==> src/rtl/mem_arb_pkg.sv <==
// Shared types and constants for the data-memory port arbiter.
package mem_arb_pkg;

  localparam int CNT_W = 4;

  localparam logic PORT_CPU = 1'b0;
  localparam logic PORT_DBG = 1'b1;

  typedef enum logic [1:0] {
    IDLE   = 2'd0,
    ACCESS = 2'd1,
    WAIT   = 2'd2,
    RESP   = 2'd3
  } arb_state_e;

  // Clamp a latency parameter into the counter's legal 1..15 range.
  function automatic logic [CNT_W-1:0] lat_cnt(input int lat);
    if (lat < 1) begin
      return CNT_W'(1);
    end
    if (lat > 15) begin
      return CNT_W'(15);
    end
    return lat[CNT_W-1:0];
  endfunction

endpackage

==> src/rtl/mem_port_arbiter_rr_pick2.sv <==
// Two-input round-robin picker; the last-grant pointer is held by the parent.
module rr_pick2
  import mem_arb_pkg::*;
(
  input  logic [1:0] req_i,
  input  logic       last_i,
  output logic       gnt_id_o,
  output logic       valid_o
);

  always_comb begin
    valid_o  = |req_i;
    gnt_id_o = PORT_CPU;
    if (req_i == 2'b11) begin
      gnt_id_o = ~last_i;
    end else if (req_i[PORT_DBG]) begin
      gnt_id_o = PORT_DBG;
    end
  end

endmodule

==> src/rtl/mem_port_arbiter.sv <==
// Shares one data-memory port between CPU load/store and debug reads.
// Optional halt gating of both ports is enabled with MEM_ARB_HALT_GATE_EN.
module mem_port_arbiter
  import mem_arb_pkg::*;
#(
  parameter int AW      = 8,
  parameter int DW      = 32,
  parameter int MEM_LAT = 2
) (
  input  logic          clk,
  input  logic          reset_all,
  input  logic          halt,
  input  logic          cpu_req,
  input  logic          cpu_we,
  input  logic [AW-1:0] cpu_addr,
  input  logic [DW-1:0] cpu_wdata,
  output logic          cpu_gnt,
  output logic          cpu_done,
  output logic [DW-1:0] cpu_rdata,
  output logic          cpu_stall,
  input  logic          dbg_req,
  input  logic [AW-1:0] dbg_addr,
  output logic          dbg_gnt,
  output logic          dbg_done,
  output logic [DW-1:0] dbg_rdata,
  output logic          mem_en,
  output logic          mem_we,
  output logic [AW-1:0] mem_addr,
  output logic [DW-1:0] mem_wdata,
  input  logic [DW-1:0] mem_rdata,
  output arb_state_e    fsm_state
);

  // Handshake: a requester holds req (with stable address/data) until its
  // one-cycle done pulse; gnt marks the single mem_en cycle of its access.

  arb_state_e           state_q, state_d;
  logic [CNT_W-1:0]     cnt_q;
  logic                 win_q;
  logic                 we_q;
  logic [AW-1:0]        addr_q;
  logic [DW-1:0]        wdata_q;
  logic                 last_q;
  logic [DW-1:0]        cpu_rdata_q;
  logic [DW-1:0]        dbg_rdata_q;

  logic                 cpu_elig;
  logic                 dbg_elig;
  logic                 pick_id;
  logic                 pick_valid;
  logic                 grant_now;
  logic                 capture_now;

`ifdef MEM_ARB_HALT_GATE_EN
  assign cpu_elig  = cpu_req & ~halt;
  assign dbg_elig  = dbg_req & halt;
  assign cpu_stall = cpu_req & ~cpu_done & ~halt;
`else
  logic unused_halt;
  assign unused_halt = halt;
  assign cpu_elig    = cpu_req;
  assign dbg_elig    = dbg_req;
  assign cpu_stall   = cpu_req & ~cpu_done;
`endif

  rr_pick2 u_pick (
    .req_i    ({dbg_elig, cpu_elig}),
    .last_i   (last_q),
    .gnt_id_o (pick_id),
    .valid_o  (pick_valid)
  );

  assign grant_now   = (state_q == IDLE) && pick_valid;
  assign capture_now = (state_q == WAIT) && (cnt_q <= CNT_W'(1));

  always_ff @(posedge clk or negedge reset_all) begin
    if (!reset_all) begin
      state_q <= IDLE;
    end else begin
      state_q <= state_d;
    end
  end

  always_comb begin
    state_d = state_q;
    case (state_q)
      IDLE:    if (pick_valid) state_d = ACCESS;
      ACCESS:  state_d = WAIT;
      WAIT:    if (capture_now) state_d = RESP;
      RESP:    state_d = IDLE;
      default: state_d = IDLE;
    endcase
  end

  always_comb begin
    mem_en   = (state_q == ACCESS);
    mem_we   = (state_q == ACCESS) & we_q;
    cpu_gnt  = (state_q == ACCESS) & (win_q == PORT_CPU);
    dbg_gnt  = (state_q == ACCESS) & (win_q == PORT_DBG);
    cpu_done = (state_q == RESP) & (win_q == PORT_CPU);
    dbg_done = (state_q == RESP) & (win_q == PORT_DBG);
  end

  // Winner latch and round-robin pointer; debug accesses are always reads.
  always_ff @(posedge clk or negedge reset_all) begin
    if (!reset_all) begin
      win_q   <= PORT_CPU;
      we_q    <= 1'b0;
      addr_q  <= '0;
      wdata_q <= '0;
      last_q  <= PORT_DBG;
    end else if (grant_now) begin
      win_q  <= pick_id;
      last_q <= pick_id;
      if (pick_id == PORT_CPU) begin
        we_q    <= cpu_we;
        addr_q  <= cpu_addr;
        wdata_q <= cpu_wdata;
      end else begin
        we_q    <= 1'b0;
        addr_q  <= dbg_addr;
        wdata_q <= '0;
      end
    end
  end

  // Counter reaches 1 in the cycle mem_rdata becomes valid.
  always_ff @(posedge clk or negedge reset_all) begin
    if (!reset_all) begin
      cnt_q <= '0;
    end else if (state_q == ACCESS) begin
      cnt_q <= lat_cnt(MEM_LAT);
    end else if ((state_q == WAIT) && !capture_now) begin
      cnt_q <= cnt_q - CNT_W'(1);
    end
  end

  always_ff @(posedge clk or negedge reset_all) begin
    if (!reset_all) begin
      cpu_rdata_q <= '0;
      dbg_rdata_q <= '0;
    end else if (capture_now) begin
      if (win_q == PORT_DBG) begin
        dbg_rdata_q <= mem_rdata;
      end else if (!we_q) begin
        cpu_rdata_q <= mem_rdata;
      end
    end
  end

  assign mem_addr  = addr_q;
  assign mem_wdata = wdata_q;
  assign cpu_rdata = cpu_rdata_q;
  assign dbg_rdata = dbg_rdata_q;
  assign fsm_state = state_q;

endmodule

==> config.mk <==
export PLATFORM = sky130hd
export DESIGN_NAME = mem_port_arbiter
export DESIGN_NICKNAME = d
export VERILOG_FILES = /design/src/rtl/mem_arb_pkg.sv /design/src/rtl/mem_port_arbiter_rr_pick2.sv /design/src/rtl/mem_port_arbiter.sv
export SDC_FILE = /design/constraint.sdc
export NUM_CORES = 1
export LEC_CHECK = 0
export BUFFER_PORTS_ARGS = -buffer_cell sky130_fd_sc_hd__buf_2
export CORE_ASPECT_RATIO = 0.7
export CORE_MARGIN = 5
export CORE_UTILIZATION = 35
export CTS_BUF_LIST = sky130_fd_sc_hd__clkbuf_4 sky130_fd_sc_hd__clkbuf_8
export CTS_CLUSTER_DIAMETER = 200
export DETAILED_ROUTE_END_ITERATION = 12
export HOLD_SLACK_MARGIN = 0.15
export SLEW_MARGIN = 10
export SYNTH_ARGS = -nofsm -noshare
export SYNTH_HDL_FRONTEND = slang
export SYNTH_HIERARCHICAL = 1
export SYNTH_SLANG_ARGS = --single-unit
==> constraint.sdc <==
create_clock -name clk -period 1.6 [get_ports clk]
set_input_delay 0.08 -clock clk [delete_from_list [all_inputs] [get_ports clk]]
set_output_delay 0.08 -clock clk [all_outputs]
set_load 0.02 [all_outputs]
==> key figures, run 1 <==
STA
  • Endpoints failing setup: 66
  • Period utilization: 106.2%
  • Rel. slew slack: between 60% and 70%
  • Peak Freq: 588.5 MHz
  • Fin Clk Skew: 0.01563 ns
  • Final Hold Viols: 0
  • Worst path setup slack after routing: -0.09913 ns
  • TNS Setup: -3.653 ns
  • Min Tclk post-route: 1.699 ns
  • Least-Margin Pin Slew: a little under 0.6 ns
  • Hold slack: 0.2863 ns
  • RSZ-0062 raised after global routing: true
  • Max-slew violations: 0

Critical path
  • Worst Path Max Fanout: 4
  • Crit path arrival time: 2.00 ns
  • Critical path capture point type: register
  • Setup CP Type: register to register
  • Required time worst endpoint: 1.90 ns
  • Startpoint types: register

Synthesis
  • Post-synthesis mux area share: 19.33%
  • Share of the synthesized area in the top cell type: between 50% and 60%
  • Yosys reg bits: roughly 110
  • Ys async rst share: between 90% and 100%
  • Synth top cells by count: dfrtp_1, nand2_1, o21ai_0, mux2_2, nand2b_1
  • Synth cell types: 34
  • Sequential area share after synthesis: 58.50%
  • Simple-gate area share of the yosys netlist: 11.07%
  • Synth Area in XOR/XNOR: 0%
  • EDFF count, synth: 0
  • Synthesized area per cell: 12.90 um2
  • Cell taking the most area after synthesis: dfrtp_1
  • Synth area leaders: dfrtp_1, mux2_4, mux2_2
  • Ys Warns: 6
  • Post-Syn Area: 4836 um2
  • Most frequent cell after synthesis: dfrtp_1
  • Synth Area in Compound Gates: 5.537%
  • Post-Synth Adder-Cell Area: 1.811%
  • Post-Syn Instances: 375
  • Top FF cell, synth: dfrtp_1
  • Post-Syn Nets: 468
  • Largest family of logic cells by synthesized area: multiplexers

Routing
  • DR pass1 iterations: 4
  • Total wire length: 13.76 mm
  • Drc violations: 0
  • Via density: ~4.5
  • Wirelength per Cell: 15.56 um
  • Via Count: between 3000 and 4000
  • First DRT Iteration DRCs: 136
  • Antenna viol nets, final: 0

Placement
  • DP Worst Slack: -0.1333 ns
  • RD Place Congestion: between 0.7 and 0.8
  • HPWL Detailed: 8.531 mm
  • Placed cell areas: 6132 um2
  • Quantity of I/O buffers inserted on ports: 197

Global route
  • Global-route wire length before repair: 21.20 mm
  • Total track usage: between 15 and 20%
  • Largest net degree at the start of global routing: 114
  • Number of antenna violations at the first check in global routing: 0
  • Vias in the first global route: 4275
  • GRT overflow: 0

Final layout
  • Multi-input gate area: 1931 um2
  • Ratio of cells with drive above 1 in the final layout: 49.93%
  • Diode count: 0
  • Fillers: ~1100
  • Fin nets: between 700 and 800
  • Register area: about 2800 um2
  • Layout area overhead: 59.20%
  • Final Cell Area: 7699 um2

Floorplan
  • Io pins: around 200
  • Core box area: around 13000 um2
  • FP Rows: 35
  • Initial core utilization: 36.21%
  • Die width: ~150 um
  • Chip Height: approximately 110 um
  • Full die area: 16310 um2

Clocking
  • Clk slew on worst S/H paths: 0.07 ns
  • CTS Buf Count: 17
  • Maximum clock insertion buffer count: 2
  • Clock latency on the worst-skew pair: approximately 0.42 ns
  • CTS Root Cell: clkbuf_8
  • CTS tree: built
  • H-tree depth: 4
  • Clk sinks: 113

Power and ir drop
  • Peak VDD IR: 0.0009146 V
  • PwrDens: 1961 nW/um2
  • Leakage: between 3 and 4 nW

Min path
  • Min-delay worst type: input pin to async pin

Outcome
  • Violated checks: negative setup slack
  • Status: complete, but fails checks

Flow run
  • Total of max-cap violations: 0
## area by class of cell
type	instances	area share (%)
well taps	185	3.007
clock inverters	15	2.698
repair buffers	313	29.04
flip-flops and latches	113	36.78
multi-input cells	235	25.08
clock buffers	17	3.039
inverters	6	0.3575
## state kept, by name (all words and copies together), names as in the netlist
register,count
win_q,1
dbg_rdata,32
mem_wdata,32
we_q,1
cnt_q,4
mem_addr,8
last_q,1
fsm_state,2
cpu_rdata,32
## stage by stage
step | total power [mW] | utilization, % | cells
after floorplan | 9.083 | - | 375
after CTS | 14.83 | 55.92 | 870
after global placement | 11.35 | 45.91 | 752
after global routing | 16.06 | 57.64 | 884
after detailed placement | 11.50 | 45.91 | 752
final | 15.10 | 57.64 | 884
## per-layer routing
metal	vias to the layer above	global-route usage (%)	part of all wire [%]
li1	1892	-	-
met1	1903	19.65	43
met2	121	28.27	49
met3	24	5.153	6.0
met4	0	6.332	1.8
met5	-	0	0
## timing repair
item	in CTS	in global routing
endpoints found under the setup margin	49	73
gates cloned	0	4
buffers inserted	2	10
hold buffers	84	1
pin swaps	2	3
gates resized for setup	12	15
hold endpoints to repair	220	2
## worst paths after layout
| path | cells past startpoint | start | slack, ns | end |
|---|---|---|---|---|
| worst min-delay path | 3 | reset_all | 0.29 | cpu_rdata[25] |
| worst max-delay path | 7 | cnt_q[0] | -0.1 | dbg_rdata[25] |
| worst max register to register | 7 | cnt_q[0] | -0.1 | dbg_rdata[25] |
| worst min register to register | 2 | mem_wdata[0] | 0.47 | mem_wdata[0] |
| min in group clk | 3 | mem_rdata[15] | 0.44 | dbg_rdata[15] |
| max in group asynchronous | 3 | reset_all | 0.88 | cnt_q[0] |
## critical path, cell delays in order (launching register included)
cell and delay [ns]:
dfrtp_1 0.43, inv_2 0.07, ha_4 0.17, nor2_4 0.08
and4b_2 0.26, buf_4 0.15, clkbuf_16 0.15, mux2_4 0.29
## logic make-up after synthesis
| logic type | count (synthesis) |
|---|---|
| DFF | 113 |
| and+or+nand+nor | 105 |
| buffers and inverters | 27 |
| muxes | 74 |
| adders and majority gates | 7 |
| AOI/OAI and AO/OA | 49 |
## report_power, final
| group | internal, mW | total (mW) | switching, mW |
|---|---|---|---|
| clock network | 1.71 | 2.98 | 1.27 |
| registers | 4.26 | 5.08 | 0.814 |
| logic | 3.13 | 7.05 | 3.91 |
## cells in the final DEF (no fill, tap or decap), drive strengths merged, types with 5 or more instances in the layout
cell type	netlist	routed
nand2	49	49
clkinv	0	5
mux2i	9	9
nand2b	34	34
dfrtp	112	112
clkbuf	13	20
inv	6	8
o21ai	41	41
nor2	8	8
ha	7	7
buf	8	225
mux2	65	65
dlygate4sd3	0	85
Note: power is estimated with default switching activity, not from simulation.
==> run 2, diff against run 1 <==
Settings changed: ABC_AREA set to 1, CORE_MARGIN 5 to 2.
==> run 2 against run 1 <==
Against the previous run: the flow still finishes with violations (negative setup slack); maximum frequency increased by 5.7%; critical path depth increased by 3; global-route usage increased by 1.2 points; total power increased by 7.3%; clock power increased by 4%; cell count increased by 14%; highest routed layer unchanged; flip-flop and latch count unchanged; via count increased by 14%; routed wire length increased by 1.6%.
==> key figures, run 2 <==
Placement
  • RD Place Congestion: 0.8035 (+1.9%)
  • HPWL Detailed: 8.888 mm (+4.2%)
  • Quantity of I/O buffers inserted on ports: 197 (unchanged)

Min path
  • Hold path start: cpu_wdata[23]
  • Min-delay worst type: input pin to register
  • WHS Endpoint: mem_wdata[23]
  • Hold Crit Depth: 4

Routing
  • Met3 WL: 652 um (-22%)
  • First DRT Iteration DRCs: 172 (+26%)
  • Total wire length: 13.97 mm (+1.6%)
  • Via density: 4.443 (-0.32%)
  • M1 wire length: 6.110 mm (+3.9%)
  • Met2 Routed Length: 6.976 mm (+2.6%)
  • Drc violations: 0 (unchanged)
  • Top Layer Used: met4
  • Wirelength per Cell: 13.81 um (-11%)
  • Antenna viol nets, final: 0 (unchanged)
  • DR pass1 iterations: 4 (unchanged)
  • Via Count: 4496 (+14%)

STA
  • Peak Freq: 622.0 MHz (+5.7%)
  • Max-slew violations: 0 (unchanged)
  • Endpoints failing setup: 3 (-95%)
  • Period utilization: 100.5% (-5.7 points)
  • Worst path setup slack after routing: -0.007744 ns (+0.09138 ns)
  • RSZ-0062 raised after global routing: true
  • Min Tclk post-route: 1.608 ns (-0.09138 ns)
  • Final Hold Viols: 0 (unchanged)
  • Fin Clk Skew: 0.007227 ns (-0.008403 ns)
  • Rel. slew slack: 75.95% (+16 points)
  • Least-Margin Pin Slew: 0.3608 ns (-0.2327 ns)

Floorplan
  • Initial core utilization: 35.96% (-0.25 points)
  • FP Rows: 36 (+2.9%)
  • Io pins: 199 (unchanged)
  • Full die area: 15380 um2 (-5.7%)
  • Die width: 147.4 um (-2.1%)
  • Core box area: 14010 um2 (+4.9%)
  • Chip Height: 104.4 um (-3.7%)

Synthesis
  • Post-Syn Instances: 503 (+34%)
  • Post-Syn Area: 5037 um2 (+4.2%)
  • EDFF count, synth: 0 (unchanged)
  • Most frequent cell after synthesis: dfrtp_1
  • Synth cell types: 22 (-35%)
  • Cell taking the most area after synthesis: dfrtp_1
  • Yosys reg bits: 113 (unchanged)
  • Sequential area share after synthesis: 56.16% (-2.3 points)
  • Top FF cell, synth: dfrtp_1
  • Synth top cells by count: dfrtp_1, nand2_1, o21ai_2, nand2_2, inv_1
  • Ys async rst share: 100.0% (unchanged)
  • Share of the synthesized area in the top cell type: 55.64% (-2.3 points)
  • Post-Syn Nets: 596 (+27%)
  • Synthesized area per cell: 10.01 um2 (-22%)
  • Ys Warns: 6 (unchanged)
  • Synth area leaders: dfrtp_1, o21ai_2, nand2_1

Flow run
  • Total of max-cap violations: 0 (unchanged)

Global route
  • Global-route wire length before repair: 21.94 mm (+3.5%)
  • Total track usage: 17.76% (+1.2 points)
  • Vias in the first global route: 4512 (+5.5%)
  • Number of antenna violations at the first check in global routing: 0 (unchanged)
  • Largest net degree at the start of global routing: 50 (-56%)
  • GRT overflow: 0 (unchanged)

Final layout
  • Multi-input gate area: 1972 um2 (+2.1%)
  • Layout area overhead: 58.32%
  • Commonest non-fill, non-tap cell in the layout: buf_2
  • Fillers: 1233 (+17%)
  • Register area: 2829 um2 (about the same)
  • Commonest non-fill, non-tap cells in the layout: buf_2, dfrtp_1, nand2_1
  • Ratio of cells with drive above 1 in the final layout: 48.66% (-1.3 points)
  • Diode count: 0 (unchanged)
  • Fin util: 56.93% (-0.71 points)
  • Fin nets: 903 (+16%)

Power and ir drop
  • Leakage: 4.079 nW (+6.9%)
  • PwrDens: 2031 nW/um2 (+3.5%)
  • Peak VDD IR: 0.0009736 V (+6.4%)
  • Overall power: 16.20 mW (+7.3%)

Critical path
  • Crit path arrival time: 1.92 ns (-0.08 ns)
  • Worst Path Max Fanout: 8 (+4)
  • R2R depth: 10 (+3)
  • Required time worst endpoint: 1.91 ns (about the same)
  • Critical path capture point type: register
  • Setup CP Type: register to register
  • Startpoint types: register
  • Worst r2r src: cnt_q[0]
  • R2r endpoint: cpu_rdata[17]
  • Reg-to-reg setup timing slack: -0.008 ns (+0.09 ns)

Outcome
  • Status: complete, but fails checks
  • Violated checks: negative setup slack

Clocking
  • CTS Buf Count: 17 (unchanged)
  • Clk slew on worst S/H paths: 0.07 ns (about the same)
  • CTS Root Cell: clkbuf_8
  • Clk sinks: 113 (unchanged)
  • Maximum clock insertion buffer count: 2 (unchanged)
  • Clock latency on the worst-skew pair: 0.42 ns (about the same)
  • CTS tree: built
  • H-tree depth: 4 (unchanged)
run 2: cell count changes after synthesis, sizes merged, moves of 16 or more:
cell / delta
o21ai: +58
mux2: -65
nand2: +111
buf: +16
nand2b: -34
inv: +44
a21oi: +17
run 2: cells by family after synthesis:
logic type	Yosys count	share of synthesized area, %
buffers and inverters	78	7.948
flip-flops	113	56.16
AND/OR/NAND/NOR	186	17.49
AO/OA/AOI/OAI	119	16.67
adder cells (fa/ha/maj)	7	1.739
run 2: metal layers:
layer / track usage [%] / vias to the layer above
met2: 30.24 / 109
met4: 6.250 / 0
met1: 21.69 / 2156
met5: 0 / -
met3: 4.868 / 17
li1: - / 2214
run 2: worst max-delay path by stage:
stage,start,to,cells past startpoint
after floorplan,fsm_state[0],mem_wdata[26],6
after global placement,cnt_q[0],cpu_rdata[8],10
after detailed placement,fsm_state[1],mem_addr[6],6
after CTS,fsm_state[0],cpu_stall,6
after global routing,cnt_q[0],cpu_rdata[17],10
final,cnt_q[0],cpu_rdata[17],10
run 2: area by class of cell:
| cell class | instances | share of cell area [%] |
|---|---|---|
| Timing Repair Buffer | 315 | 28.55 |
| Inverter | 51 | 2.510 |
| Multi-Input combinational cell | 312 | 24.73 |
| Clock inverter | 11 | 2.306 |
| Sequential cell | 113 | 35.47 |
| Tap cell | 190 | 2.981 |
| Clock buffer | 20 | 3.452 |
run 2: per-stage QoR:
step / hold slack [ns] / cell area, um2 / std cells / TNS [ns] / worst slack (ns)
after global routing: 0.4372 / 7975 / 1012 / -1.843 / -0.08394
after floorplan: -0.2156 / 5037 / 503 / 0 / 0.09317
after CTS: 0.4129 / 7655 / 1001 / 0 / 0.005778
after global placement: 0.01413 / 6280 / 879 / 0 / 0.05103
final: 0.4483 / 7975 / 1012 / -0.008482 / -0.007744
after detailed placement: 0.01997 / 6280 / 879 / 0 / 0.002464
run 2: worst max-delay path, cell delays in order, from the launching register on:
cell and delay [ns]:
dfrtp_1 0.44, inv_2 0.11, ha_4 0.14, inv_2 0.03
nand2_2 0.06, nand2_2 0.07, inv_4 0.08, nand3_4 0.20
clkbuf_16 0.27, nand2_4 0.06, o21ai_2 0.04
run 2: repair_timing:
action                     in CTS  in global routing
cloned                          0                  4
setup endpoints to repair       4                 78
hold buffers                   90                  0
hold endpoints to repair      219                  0
buffers inserted                1                  8
resized for setup               4                 45
pin swaps                       1                  3
run 2: power breakdown:
group / internal (mW) / leakage, nW / switching (mW) / total [mW]
Clock: 1.96 / 0.238 / 1.15 / 3.11
Sequential: 4.32 / 1.37 / 1.03 / 5.34
Combinational: 3.05 / 2.47 / 4.69 / 7.74
Total: 9.33 / 4.08 / 6.86 / 16.2
==> run 3, diff against run 2 <==
Settings changed: ABC_AREA 1 to 0, HOLD_SLACK_MARGIN 0.15 to 0.1.
==> run 3 against run 2 <==
Against the previous run: the flow still finishes with violations (negative setup slack); combinational power decreased by 8.7%; worst setup slack got worse by 0.13 ns; total power is 8.8% lower; critical path depth decreased by 3; sequential share of layout area up 1.1 points; worst hold slack lost 0.30 ns; via count is 13% lower; global-route usage decreased by 0.15 points; die area fell by 3.9%; non-clock buffer count rose by 3; critical path type unchanged.
==> key figures, run 3 (same netlist as run 1, synthesis figures left out) <==
Outcome
  • Status: complete, but fails checks
  • Violated checks: negative setup slack

Floorplan
  • Die width: 144.5 um (-2.0%)
  • Core box area: 13310 um2 (-5.0%)
  • FP Rows: 35 (-2.8%)
  • Io pins: 199 (unchanged)
  • Initial core utilization: 36.33% (+0.37 points)
  • Chip Height: 102.3 um (-1.9%)
  • Full die area: 14790 um2 (-3.9%)

Clocking
  • Clk slew on worst S/H paths: 0.07 ns (about the same)
  • Maximum clock insertion buffer count: 2 (unchanged)
  • Clk sinks: 113 (unchanged)
  • CTS Buf Count: 17 (unchanged)
  • H-tree depth: 4 (unchanged)
  • CTS tree: built
  • CTS Root Cell: clkbuf_8
  • Clock latency on the worst-skew pair: 0.42 ns (about the same)

Critical path
  • Setup CP Type: register to register
  • Reg-to-reg setup timing slack: -0.14 ns (-0.13 ns)
  • Critical path capture point type: register
  • Crit path from: cnt_q[0]
  • Crit path arrival time: 2.04 ns (+0.12 ns)
  • Required time worst endpoint: 1.90 ns (about the same)
  • R2r endpoint: dbg_rdata[4]
  • Worst Path Max Fanout: 6 (-2)
  • R2R depth: 7 (-3)
  • Worst Setup EP: dbg_rdata[4]
  • Worst r2r src: cnt_q[0]
  • Startpoint types: register

Final layout
  • Commonest non-fill, non-tap cell in the layout: buf_2
  • Multi-input gate area: 1939 um2 (-1.6%)
  • Commonest non-fill, non-tap cells in the layout: buf_2, dfrtp_1, dlygate4sd3_1
  • Ratio of cells with drive above 1 in the final layout: 50.43% (+1.8 points)
  • Diode count: 0 (unchanged)
  • Fillers: 1118 (-9.3%)
  • Register area: 2831 um2 (about the same)
  • Fin nets: 784 (-13%)
  • Layout area overhead: 60.10%

Routing
  • Via Count: 3912 (-13%)
  • Drc violations: 0 (unchanged)
  • DR pass1 iterations: 4 (unchanged)
  • Wirelength per Cell: 14.86 um (+7.6%)
  • Via density: 4.400 (-0.95%)
  • Total wire length: 13.21 mm (-5.5%)
  • First DRT Iteration DRCs: 123 (-28%)
  • Antenna viol nets, final: 0 (unchanged)

Power and ir drop
  • PwrDens: 1908 nW/um2 (-6.0%)
  • Overall power: 14.77 mW (-8.8%)
  • Leakage: 3.822 nW (-6.3%)
  • Peak VDD IR: 0.0008786 V (-9.8%)

Global route
  • GRT overflow: 0 (unchanged)
  • Number of antenna violations at the first check in global routing: 0 (unchanged)
  • Vias in the first global route: 4101 (-9.1%)
  • Total track usage: 17.60% (-0.15 points)
  • Largest net degree at the start of global routing: 67 (+34%)
  • Global-route wire length before repair: 20.15 mm (-8.2%)

STA
  • Worst path setup slack after routing: -0.1385 ns (-0.1308 ns)
  • RSZ-0062 raised after global routing: true
  • Min Tclk post-route: 1.739 ns (+0.1308 ns)
  • Peak Freq: 575.2 MHz (-7.5%)
  • Endpoints failing setup: 65 (+62)
  • Max-slew violations: 0 (unchanged)
  • Final Hold Viols: 0 (unchanged)
  • Rel. slew slack: 69.95% (-6.0 points)
  • Period utilization: 108.7% (+8.2 points)
  • Least-Margin Pin Slew: 0.4507 ns (+0.08993 ns)
  • Fin Clk Skew: 0.01523 ns (+0.008008 ns)

Placement
  • HPWL Detailed: 8.351 mm (-6.0%)
  • Quantity of I/O buffers inserted on ports: 197 (unchanged)
  • DP Worst Slack: -0.1502 ns (-0.1526 ns)
  • RD Place Congestion: 0.7607 (-5.3%)

Min path
  • Min-delay worst type: input pin to async pin

Flow run
  • Total of max-cap violations: 0 (unchanged)
## run 3: changes by cell type in the layout (fill, tap and decap cells not counted), moves of 17 or more
cell,delta
mux2_2,+33
inv_1,-44
o21ai_2,-64
nand2b_1,+34
nand2_4,-17
nand2_1,-51
nand2_2,-43
mux2_4,+32
## run 3: stage by stage
stage | std cells | utilization [%] | area [um2] | hold WS [ns] | TNS [ns]
5_1_grt | 889 | 58.16 | 7742 | 0.1576 | -8.910
4_1_cts | 884 | 57.34 | 7634 | 0.1377 | -6.830
3_5_place_dp | 757 | 46.29 | 6162 | 0.05731 | -3.948
3_3_place_gp | 757 | 46.29 | 6162 | 0.06016 | -3.028
6_report | 889 | 58.16 | 7742 | 0.1483 | -4.986
2_1_floorplan | 375 | - | 4866 | -0.2156 | -0.7549
## run 3: worst max-delay path, stage by stage, from the launching register on
cell,delay [ns]
dfrtp_1,0.43
inv_2,0.10
ha_4,0.15
nor2_4,0.03
and4b_2,0.33
buf_6,0.14
clkbuf_16,0.16
mux2_4,0.29
## run 3: metal layers
| layer | global-route usage (%) | vias to the layer above | share of wire (%) |
|---|---|---|---|
| met5 | 0 | - | 0 |
| met4 | 7.842 | 0 | 2.0 |
| met3 | 4.545 | 26 | 5.3 |
| met2 | 28.11 | 124 | 46 |
| met1 | 22.82 | 1854 | 46 |
| li1 | - | 1908 | - |
## run 3: area by class of cell
type / count / share of cell area [%]
flip-flops and latches: 113 / 36.57
clock buffers: 17 / 3.022
clock inverters: 15 / 2.069
inverters: 6 / 0.3555
repair buffers: 318 / 29.94
well taps: 185 / 2.990
multi-input cells: 235 / 25.05
## run 3: worst min path at each step
stage              start       endpoint  slack (ns)  depth (start not counted)
2_1_floorplan  reset_all       cnt_q[0]       -0.22                          0
3_5_place_dp   reset_all  cpu_rdata[29]        0.06                          1
5_1_grt        reset_all  dbg_rdata[13]        0.16                          2
3_3_place_gp   reset_all  cpu_rdata[28]        0.06                          1
4_1_cts        reset_all  dbg_rdata[13]        0.14                          2
6_report       reset_all  cpu_rdata[29]        0.15                          2
## run 3: timing repair
item / in CTS / in global routing
pin swaps: 3 / 4
endpoints found under the setup margin: 67 / 72
hold buffers: 85 / 0
setup buffers: 8 / 3
gates resized for setup: 26 / 12
endpoints found under the hold margin: 219 / 0
gates cloned: 2 / 3
## run 3: report_power, final
group          switching, mW  internal, mW  total, mW
logic                   3.91          3.16       7.07
clock network           1.26          1.39       2.65
registers              0.787          4.26       5.05
